### src/rtl/cpu_pkg.sv
// Shared RV32I core types: XLEN, the decode bubble encoding,
// and the fetch->decode bundle {pc, instr}.
package cpu_pkg;

  localparam int XLEN = 32;

  localparam logic [XLEN-1:0] NOP_INSTR = 32'h0000_0013;

  typedef struct packed {
    logic [XLEN-1:0] pc;
    logic [XLEN-1:0] instr;
  } fetch_entry_t;

endpackage

### src/rtl/fetch_fifo.sv
// Small FIFO of T with push/pop/flush; head reads '0 when empty.
// Ports: clk, reset, push, push_data, pop, flush -> count, head.
module fetch_fifo #(
  parameter int  DEPTH = 4,
  parameter type T     = logic [63:0]
) (
  input  logic                       clk,
  input  logic                       reset,
  input  logic                       push,
  input  T                           push_data,
  input  logic                       pop,
  input  logic                       flush,
  output logic [$clog2(DEPTH+1)-1:0] count,
  output T                           head
);

  localparam int AW = $clog2(DEPTH);
  localparam int CW = $clog2(DEPTH+1);

  T mem [DEPTH];

  logic [AW-1:0] rd_ptr;
  logic [AW-1:0] wr_ptr;
  logic          empty;
  logic          full;
  logic          do_push;
  logic          do_pop;

  assign empty   = (count == '0);
  assign full    = (count == CW'(DEPTH));
  assign do_pop  = pop & ~empty;
  // A full FIFO still accepts a write when a pop frees the slot.
  assign do_push = push & (~full | do_pop);
  assign head    = empty ? '0 : mem[rd_ptr];

  always_ff @(posedge clk) begin
    if (do_push) begin
      mem[wr_ptr] <= push_data;
    end
  end

  always_ff @(posedge clk) begin
    if (reset || flush) begin
      rd_ptr <= '0;
      wr_ptr <= '0;
      count  <= '0;
    end else begin
      if (do_push) begin
        wr_ptr <= wr_ptr + AW'(1);
      end
      if (do_pop) begin
        rd_ptr <= rd_ptr + AW'(1);
      end
      unique case ({do_push, do_pop})
        2'b10:   count <= count + CW'(1);
        2'b01:   count <= count - CW'(1);
        default: count <= count;
      endcase
    end
  end

endmodule

### src/rtl/fetch_unit.sv
// RV32I fetch stage: issues imem word requests under a credit limit,
// buffers {pc, instr} and hands them to decode; redirect flushes.
// Ports: clk, reset, imem_req/addr/gnt/rvalid/rdata,
//        redirect_valid/pc, fetch_valid/pc/instr/ready.
module fetch_unit
  import cpu_pkg::*;
#(
  parameter int              DEPTH    = 4,
  parameter logic [XLEN-1:0] RESET_PC = 32'h0000_0000
) (
  input  logic            clk,
  input  logic            reset,
  output logic            imem_req,
  output logic [XLEN-1:0] imem_addr,
  input  logic            imem_gnt,
  input  logic            imem_rvalid,
  input  logic [XLEN-1:0] imem_rdata,
  input  logic            redirect_valid,
  input  logic [XLEN-1:0] redirect_pc,
  output logic            fetch_valid,
  output logic [XLEN-1:0] fetch_pc,
  output logic [XLEN-1:0] fetch_instr,
  input  logic            fetch_ready
);

  localparam int CW = $clog2(DEPTH+1);

  logic [XLEN-1:0] fetch_addr;
  logic [XLEN-1:0] resp_pc;
  logic [CW-1:0]   inflight;
  logic [CW-1:0]   inflight_next;
  logic [CW-1:0]   drop_cnt;
  logic [CW-1:0]   count;
  logic [CW:0]     credit_use;
  logic [XLEN-1:0] redirect_base;
  logic            grant;
  logic            rsp;
  logic            keep;
  logic            push;
  logic            pop;
  logic            unused_pc_bits;
  fetch_entry_t    wdata;
  fetch_entry_t    head;

  assign redirect_base  = {redirect_pc[XLEN-1:2], 2'b00};
  assign unused_pc_bits = ^redirect_pc[1:0];

  // Every granted request owns a FIFO slot, so responses never stall.
  assign credit_use = {1'b0, count} + {1'b0, inflight};
  assign imem_req   = ~reset & ~redirect_valid
                    & (credit_use < (CW+1)'(DEPTH));
  assign imem_addr  = fetch_addr;
  assign grant      = imem_req & imem_gnt;

  // An orphan response is ignored so state stays consistent.
  assign rsp  = imem_rvalid & (inflight != '0);
  assign keep = rsp & (drop_cnt == '0);
  assign push = keep & ~redirect_valid;
  assign pop  = fetch_valid & fetch_ready;

  assign wdata.pc    = resp_pc;
  assign wdata.instr = imem_rdata;

  fetch_fifo #(
    .DEPTH (DEPTH),
    .T     (fetch_entry_t)
  ) u_fifo (
    .clk       (clk),
    .reset     (reset),
    .push      (push),
    .push_data (wdata),
    .pop       (pop),
    .flush     (redirect_valid),
    .count     (count),
    .head      (head)
  );

  assign fetch_valid = ~reset & ~redirect_valid & (count != '0);
  assign fetch_pc    = head.pc;
  assign fetch_instr = head.instr;

  always_comb begin
    inflight_next = inflight;
    unique case (1'b1)
      grant & ~rsp: inflight_next = inflight + CW'(1);
      rsp & ~grant: inflight_next = inflight - CW'(1);
      default:      inflight_next = inflight;
    endcase
  end

  always_ff @(posedge clk) begin
    if (reset) begin
      fetch_addr <= RESET_PC;
      resp_pc    <= RESET_PC;
      inflight   <= '0;
      drop_cnt   <= '0;
    end else begin
      inflight <= inflight_next;
      if (redirect_valid) begin
        fetch_addr <= redirect_base;
        resp_pc    <= redirect_base;
        // No grant this cycle, so this is inflight minus any response.
        drop_cnt   <= inflight_next;
      end else begin
        if (grant) begin
          fetch_addr <= fetch_addr + 32'd4;
        end
        if (rsp) begin
          if (drop_cnt != '0) begin
            drop_cnt <= drop_cnt - CW'(1);
          end else begin
            resp_pc <= resp_pc + 32'd4;
          end
        end
      end
    end
  end

  a_no_orphan_rsp: assert property (
    @(posedge clk) disable iff (reset)
    imem_rvalid |-> (inflight != '0)
  );

endmodule
### config.mk
export PLATFORM = sky130hd
export DESIGN_NAME = fetch_unit
export DESIGN_NICKNAME = d
export VERILOG_FILES = /design/src/rtl/cpu_pkg.sv /design/src/rtl/fetch_fifo.sv /design/src/rtl/fetch_unit.sv
export SDC_FILE = /design/constraint.sdc
export NUM_CORES = 1
export LEC_CHECK = 0
export BUFFER_PORTS_ARGS = -buffer_cell sky130_fd_sc_hd__buf_2
export CORE_MARGIN = 2
export CORE_UTILIZATION = 50
export DETAILED_ROUTE_END_ITERATION = 12
export PLACE_DENSITY = 0.71
export SYNTH_ARGS = -nofsm -noshare
export SYNTH_HDL_FRONTEND = slang
export SYNTH_HIERARCHICAL = 1
export SYNTH_SLANG_ARGS = --single-unit
### constraint.sdc
create_clock -name clk -period 5.05 [get_ports clk]
set_input_delay 1.01 -clock clk [delete_from_list [all_inputs] [get_ports clk]]
set_output_delay 1.01 -clock clk [all_outputs]
set_load 0.01 [all_outputs]
Word-level counts from Yosys, hierarchy flattened
Memory sizes are Yosys's and may differ from the RTL's. A register that Yosys moved wholly into a read port is not among the register bits. Index checks and enable logic that the tools add are counted.

Memory bits (writable): 256. Memories: 1. Output and inout bits: 98. Bits in registers: 77. Bits of input ports: 70.

Magnitude comparators: 1. Add/sub/neg operators: 10. Mux-type cells: 15. Eq/ne operators: 4. Bitwise logic cells: 20. Reduce and logical (&&, ||, !) cells: 14.

Memory list: u_fifo.mem (words 4, width 64, read ports 1, clocked after Yosys merged registers in 1, wr ports 1, line fetch_fifo.sv:20) `T mem [DEPTH];`.

Operators with widths (number): $mux 32 (5); $add 32x3->32 const B (2); $mux 64 (1); $and 1x1->1 (12); $pmux 3 s2 (2); $mux 3 (3); $reduce_bool 3->1 (3); $sub 3x1->3 const B (3); $reduce_bool 2->1 (4); $not 1->1 (7); $add 3x1->3 const B (2); $logic_not 3->1 (2); $reduce_and 2->1 (3); $add 2x1->2 const B (2); $add 3x3->4 (1); $lt 4x3->1 const B (1); $mux 2 (2); $eq 3x3->1 const B (1); $eq 2x1->1 const B (1); $eq 2x2->1 const B (1); $mux 1 (2); $ne 2x2->1 const B (1); $reduce_or 2->1 (1); $logic_or 1x1->1 (1); $or 1x1->1 (1).

Logic depth before layout (Yosys ltp)
Gate-level depths: netlist of the first run.

Depth after elaboration: 9. Mapped depth: 12.

Cells and area by module
The synthesis of the first run kept the hierarchy.

By module, submodules not included: fetch_fifo (cells an instance 471, area an instance 10352.4 um^2, instances 1); fetch_unit (cells an instance 461, area an instance 3837.4 um^2, instances 1).

Worst setup path before layout of the first run
No wires, ideal clock.

Path type: input -> register. Start point: in redirect_valid. End point: mem u_fifo/mem[0][0] (netlist name), enable pin. Setup time: 0.429 ns. Stages: 5. Data arrival time: 3.640 ns. Path slack: 0.980 ns. Required time: 4.621 ns. Path through: clkbuf_1 -> buf_1 -> nor3_1 -> clkbuf_1 -> and3_1.

Elaborated cells between the ends (all ways): 10.

RTL lines: start: declaration (line fetch_unit.sv:18) `input logic redirect_valid,`; $not 1->1 (line fetch_unit.sv:58) `assign push = keep & ~redirect_valid;`; $and 1x1->1 (line fetch_unit.sv:58); named net push (line fetch_unit.sv:39) `logic push;`; $and 1x1->1 (line fetch_fifo.sv:33) `assign do_push = push & (~full | do_pop);`; $mux 1 (line fetch_fifo.sv:37) `if (do_push) begin`; $mux 1 (implied by the code) (line fetch_fifo.sv:38) `mem[wr_ptr] <= push_data;`; end: declaration (line fetch_fifo.sv:20).

The timed path passes the listed nets, and every way through them passes these cells.

==> flow_metrics.py, run 1 <==
metrics = {
    "status": {
        "run_status": "complete, no violations",
    },
    "global_routing": {
        "grt_usage": 0.2014,
        "antenna_found_initial": 0,
        "grt_pass1_wl_mm": 45.46,
        "grt_overflow": 0,
        "grt_pass1_vias": 8213,
        "grt_start_max_net_pins": 65,
    },
    "setup_path": {
        "required_ns": 4.04,
        "crit_path_end_kind": "output pin",
        "critPathArrivalTime_ns": 2.66,
        "r2r-end": "drop_cnt[1]",
        "worst_setup_path_start_kind": "register",
        "regToRegStartpoint": "u_fifo/count[2]",
        "cp_max_fo": 38,
        "reg2reg_slack_ns": 2.36,
        "criticalPathCategory": "reg -> out",
        "reg2reg_depth": 10,
    },
    "floorplan": {
        "fp.coreArea_um2": 27860,
        "die_area_um2": 29740,
        "die_h_um": 172.5,
        "start_util": 0.5094,
        "rows": 61,
        "die_x_um": 172.5,
        "ios": 168,
    },
    "drt": {
        "detail_route.iter0.violations": 702,
        "via_count": 8410,
        "routed_via_density": 5.584,
        "detail-route-antenna-nets": 0,
        "wirelength_mm": 29.65,
        "dr.pass1.iters": 7,
        "route.detailed.drc": 0,
        "wire_per_inst_um": 19.69,
    },
    "sta": {
        "fmax_ghz": 0.2728,
        "period_share": 0.7259,
        "fin_worst_skew_ns": 0.01144,
        "maxSlewViolCount": 0,
        "hold_viol_final": 0,
        "tns_ns": 0,
        "slew_headroom": 0.2862,
        "rsz0062_at_grt": "no",
        "layout_min_cycle_time_ns": 3.666,
        "setup_viol": 0,
        "tightest_slew_ns": 1.071,
    },
    "layout": {
        "stdcell_count": 1506,
        "nFillCells": 2149,
        "drive_above_1_share": 0.2722,
        "stdcell_area_um2": 16390,
        "diodes": 0,
        "syn_to_final_growth_pct": 15.53,
        "nNetsFinal": 1186,
    },
    "logic_synthesis": {
        "postSynthAreaPerCell_um2": 15.23,
        "postSynth.topFlopCell": "edfxtp_1",
        "synth_warnings": 6,
        "netlist_area_um2": 14190,
        "synth.ff_latch_count": 331,
        "ys_seq_area_frac": 0.6476,
        "synth_enable_flop_cells": 256,
        "syn_inst": 932,
        "ys_types": 67,
        "async_flop_share": 0,
    },
    "clock_tree": {
        "clk_pin_slew_worst_paths_ns": 0.06,
        "ctsHtreeMaxLevel": 2,
        "clk-insertion-delay-late_ns": 0.50,
        "cts_root_buf": "clkbuf_16",
        "hold_buffers": 0,
        "cts_tree": "done",
        "cts_resized": 0,
        "clock_path_buffers": 3,
        "cts_setup_buffers": 0,
        "clock_sinks": 331,
        "cts_buffers": 34,
    },
    "placement": {
        "place_hpwl_mm": 19.12,
        "port_buffers": 163,
        "place.gp.congestion": 0.8256,
        "post_dp_cell_area_um2": 15370,
        "place_inst": 1445,
    },
    "hold_path": {
        "hold_path_end": "imem_addr[31]",
        "worstHoldStart": "imem_addr[31]",
        "hold_depth": 2,
        "hp-class": "reg -> reg",
    },
    "run": {
        "drv_cap": 0,
    },
    "power_and_ir_drop": {
        "p_leak_nw": 5.846,
        "ir_drop_uv": 209.2,
        "power_density_nw_per_um2": 359.1,
    },
}
==> worst max-delay path, stage by stage, from the launching register on <==
cell and delay, ns:
dfxtp_4 0.89, buf_12 0.32, mux4_1 0.58, nor2b_1 0.16
buf_2 0.17
==> how the worst max path moves through the flow <==
stage / start / endpoint / cells after the start
after floorplan: redirect_valid / u_fifo/mem[0][0] / 5
after global placement: reset / u_fifo/mem[3][9] / 7
after global routing: register / fetch_instr[1] / 4
after CTS: register / fetch_instr[1] / 4
after detailed placement: reset / u_fifo/mem[0][8] / 7
final: register / fetch_instr[1] / 4
==> through the flow <==
stage	utilization	power (mW)	worst slack (ns)	hold WS, ns
6_report	0.5885	5.888	1.384	0.5177
5_1_grt	0.5885	6.119	1.170	0.5572
4_1_cts	0.5885	5.943	1.281	0.5208
3_5_place_dp	0.5518	3.661	1.629	0.5122
3_3_place_gp	0.5518	3.643	1.675	0.5016
2_1_floorplan	-	3.491	0.9805	0.4583
==> registers in the layout (all words and copies together), names as in the netlist, named ones only <==
name,cells
u_fifo/count,3
inflight,3
u_fifo/mem,256
drop_cnt,3
resp_pc,30
imem_addr,30
u_fifo/rd_ptr,2
u_fifo/wr_ptr,2
==> report_power, final <==
group | internal, mW | leakage, nW | total [mW] | switching (mW)
Combinational | 0.205 | 2.40 | 0.458 | 0.252
Clock | 1.34 | 0.501 | 2.29 | 0.949
Sequential | 3.06 | 2.94 | 3.14 | 0.0847
==> routing by layer <==
layer,global-route usage,wire (um),vias up
met5,0,0,-
met2,0.3379,14470,266
li1,-,-,3889
met1,0.2651,12340,4201
met4,0.06503,843,0
met3,0.04005,1997,54
==> cells by family (layout without fill, tap and decap cells) <==
logic type	after synthesis	after routing	share of synthesized area
DFF	331	331	0.6476
and+or+nand+nor	254	254	0.1081
AOI/OAI and AO/OA	113	113	0.05405
buffers and inverters	94	281	0.03518
muxes	74	74	0.1102
xor gates and xnor gates	52	52	0.03210
adders and majority gates	13	13	0.01252
other	1	10	0.0002643
==> cell type report <==
class / count / area, um^2 / area share
clock buffer: 46 / 927.1 / 0.05656
clock inverter: 15 / 93.84 / 0.005724
inverter: 41 / 153.9 / 0.009388
multi-input combinational: 516 / 4541 / 0.2770
sequential: 331 / 9194 / 0.5608
tap: 378 / 473.0 / 0.02885
timing repair buffer: 179 / 1011 / 0.06167
==> cell usage after synthesis, types with 8 or more instances <==
cell type / instances / share of area
nor2b_1: 47 / 0.021
ha_1: 11 / 0.0097
nand2_1: 28 / 0.0074
and3_1: 17 / 0.0075
inv_1: 41 / 0.011
a21oi_1: 30 / 0.011
and2b_1: 19 / 0.010
o21ai_0: 8 / 0.0028
buf_2: 11 / 0.0039
a31oi_1: 10 / 0.0044
mux4_2: 60 / 0.095
nand4_1: 31 / 0.014
nand3_1: 22 / 0.0078
xor2_1: 26 / 0.016
a21boi_0: 30 / 0.016
xnor2_1: 26 / 0.016
nor3_1: 14 / 0.0049
o21a_1: 8 / 0.0042
a211oi_1: 8 / 0.0042
dfxtp_1: 75 / 0.11
clkbuf_1: 25 / 0.0066
edfxtp_1: 256 / 0.54
nor2_1: 34 / 0.0090
==> cell usage in the layout, fill, tap and decap left out, types with 28 or more instances in the layout <==
| cell | n |
|---|---|
| edfxtp_1 | 256 |
| buf_2 | 163 |
| dfxtp_1 | 73 |
| mux4_2 | 60 |
| nor2b_1 | 47 |
| inv_1 | 41 |
| clkbuf_16 | 35 |
| nor2_1 | 34 |
| nand4_1 | 31 |
| a21oi_1 | 30 |
| a21boi_0 | 30 |
| nand2_1 | 28 |
Power figures use the tool's default switching activity.
==> run 2: changes to the inputs <==
==> constraint.sdc (replaced) <==
create_clock -name clk -period 3.8 [get_ports clk]
set_input_delay 0.76 -clock clk [delete_from_list [all_inputs] [get_ports clk]]
set_output_delay 0.76 -clock clk [all_outputs]
set_load 0.01 [all_outputs]
==> flow_metrics.py, run 2 (synthesis gave the netlist of run 1 again) <==
metrics = {
    "clock_tree": {
        "cts_setup_buffers": 0,
        "hold_buffers": 0,
        "cts_root_buf": "clkbuf_16",
        "clk_pin_slew_worst_paths_ns": 0.06,
        "cts_tree": "done",
        "clk-insertion-delay-late_ns": 0.50,
        "ctsHtreeMaxLevel": 2,
        "clock_sinks": 331,
        "clock_path_buffers": 3,
        "cts_buffers": 34,
        "cts_resized": 0,
    },
    "placement": {
        "place_hpwl_mm": 18.96,
        "preCtsSetupSlack_ns": 0.5559,
        "port_buffers": 163,
        "place.gp.congestion": 0.8245,
    },
    "setup_path": {
        "cp_slowest_cell": "dfxtp_1",
        "critPathArrivalTime_ns": 3.42,
        "slowest_delay_ns": 0.58,
        "crit_path_end_kind": "register",
        "criticalPathCategory": "reg -> reg",
        "cp_max_fo": 17,
        "worst_setup_path_start_kind": "register",
        "required_ns": 4.24,
        "crit_chain": "ha_1 > nor3_1 > and4_1 > inv_1 > ha_1 > inv_1 > fa_1 > mux2_2 > mux2_2 > nor2_1",
    },
    "layout": {
        "largest-register": "u_fifo/mem",
        "diodes": 0,
        "drive_above_1_share": 0.2846,
        "syn_to_final_growth_pct": 17.63,
        "largest_reg_flops": 256,
        "nFillCells": 2150,
        "multi_input_area_um2": 4541,
        "layout_commonest_cell": "edfxtp_1",
        "final-seq-area_um2": 9194,
        "final_cell_mix": "256 x edfxtp_1, 163 x buf_2, 73 x dfxtp_1",
        "nNetsFinal": 1192,
    },
    "sta": {
        "slew_headroom": 0.5186,
        "setup_viol": 0,
        "tightest_slew_ns": 0.7181,
        "hold_ws_ns": 0.4707,
        "tns_ns": 0,
        "maxSlewViolCount": 0,
        "layout_min_cycle_time_ns": 2.971,
        "fin_worst_skew_ns": 0.01339,
        "period_share": 0.7819,
        "rsz0062_at_grt": "no",
        "hold_viol_final": 0,
        "fmax_ghz": 0.3365,
        "setup_slack_ns": 0.8286,
    },
    "hold_path": {
        "hp-class": "in -> reg",
    },
    "floorplan": {
        "die_area_um2": 29740,
        "rows": 61,
        "fp.coreArea_um2": 27860,
        "die_h_um": 172.5,
        "die_x_um": 172.5,
        "start_util": 0.5094,
        "ios": 168,
    },
    "drt": {
        "dr.pass1.iters": 5,
        "via_count": 8371,
        "routed_via_density": 5.533,
        "wirelength_met1_mm": 12.33,
        "detail_route.iter0.violations": 561,
        "highest_layer": "met4",
        "route.detailed.drc": 0,
        "wire_per_inst_um": 19.05,
        "wl_met3_mm": 2.125,
        "detail-route-antenna-nets": 0,
        "wirelength_mm": 28.82,
        "wl_met2_mm": 13.91,
    },
    "status": {
        "run_status": "complete, no violations",
    },
    "global_routing": {
        "grt_usage": 0.1996,
        "antenna_found_initial": 0,
        "grt_pass1_wl_mm": 45.64,
        "grt_start_max_net_pins": 65,
        "grt_pass1_vias": 8328,
        "grt_overflow": 0,
    },
    "power_and_ir_drop": {
        "ir_drop_uv": 335.4,
        "power_density_nw_per_um2": 501.3,
        "p_leak_nw": 5.988,
    },
    "run": {
        "drv_cap": 0,
    },
}
## run 2: changes by cell type in the layout (fill, tap and decap cells not counted)
| cell | previous run | this run |
|---|---|---|
| clkinv_4 | 0 | 1 |
| clkbuf_1 | 10 | 5 |
| bufinv_16 | 1 | 7 |
| buf_4 | 10 | 12 |
| clkinv_1 | 8 | 4 |
| clkinv_2 | 5 | 6 |
| buf_12 | 6 | 10 |
| clkbuf_16 | 35 | 37 |
| clkinvlp_4 | 0 | 2 |
| inv_6 | 1 | 0 |
| clkbuf_8 | 1 | 0 |
## run 2: through the flow
step / total power [mW] / area (um^2) / cells / utilization
6_report: 8.368 / 16690 / 1513 / 0.5991
5_1_grt: 8.675 / 16690 / 1513 / 0.5991
4_1_cts: 8.460 / 16690 / 1513 / 0.5991
3_5_place_dp: 4.872 / 15470 / 1451 / 0.5552
3_3_place_gp: 4.848 / 15470 / 1451 / 0.5552
2_1_floorplan: 4.636 / 14230 / 941 / -
## run 2: cell type report
class	count	area share
Timing Repair Buffer	185	0.06627
Tap cell	378	0.02834
Multi-Input combinational cell	516	0.2720
Clock inverter	20	0.01672
Clock buffer	42	0.05660
Inverter	41	0.009220
Sequential cell	331	0.5508
## run 2: per-layer routing
metal	global-route usage	up-vias
met2	0.3287	275
li1	-	3902
met1	0.2678	4158
met5	0	-
met3	0.04715	36
met4	0.05298	0
## run 2: report_power, final
group          internal, mW  total (mW)  switching (mW)
sequential             4.06        4.18           0.114
combinational         0.280       0.616           0.336
clock                  2.25        3.57            1.33
## run 2: critical path, delay by kind of cell, from the launching register on
family / cells / cell delay, ns
adder cells (fa/ha/maj): 3 / 0.95
buffers and inverters: 2 / 0.47
flip-flops: 1 / 0.58
multiplexers: 2 / 0.55
AND/OR/NAND/NOR: 3 / 0.35
## run 2: final timing paths
kind,cells after the start,to,slack (ns),from
setup / recovery,10,drop_cnt[1],0.83,u_fifo/count[2]
hold / removal,1,u_fifo/mem[0][1],0.47,imem_rdata[1]
setup reg to reg,10,drop_cnt[1],0.83,u_fifo/count[2]
hold reg to reg,2,u_fifo/wr_ptr[0],0.52,u_fifo/wr_ptr[0]
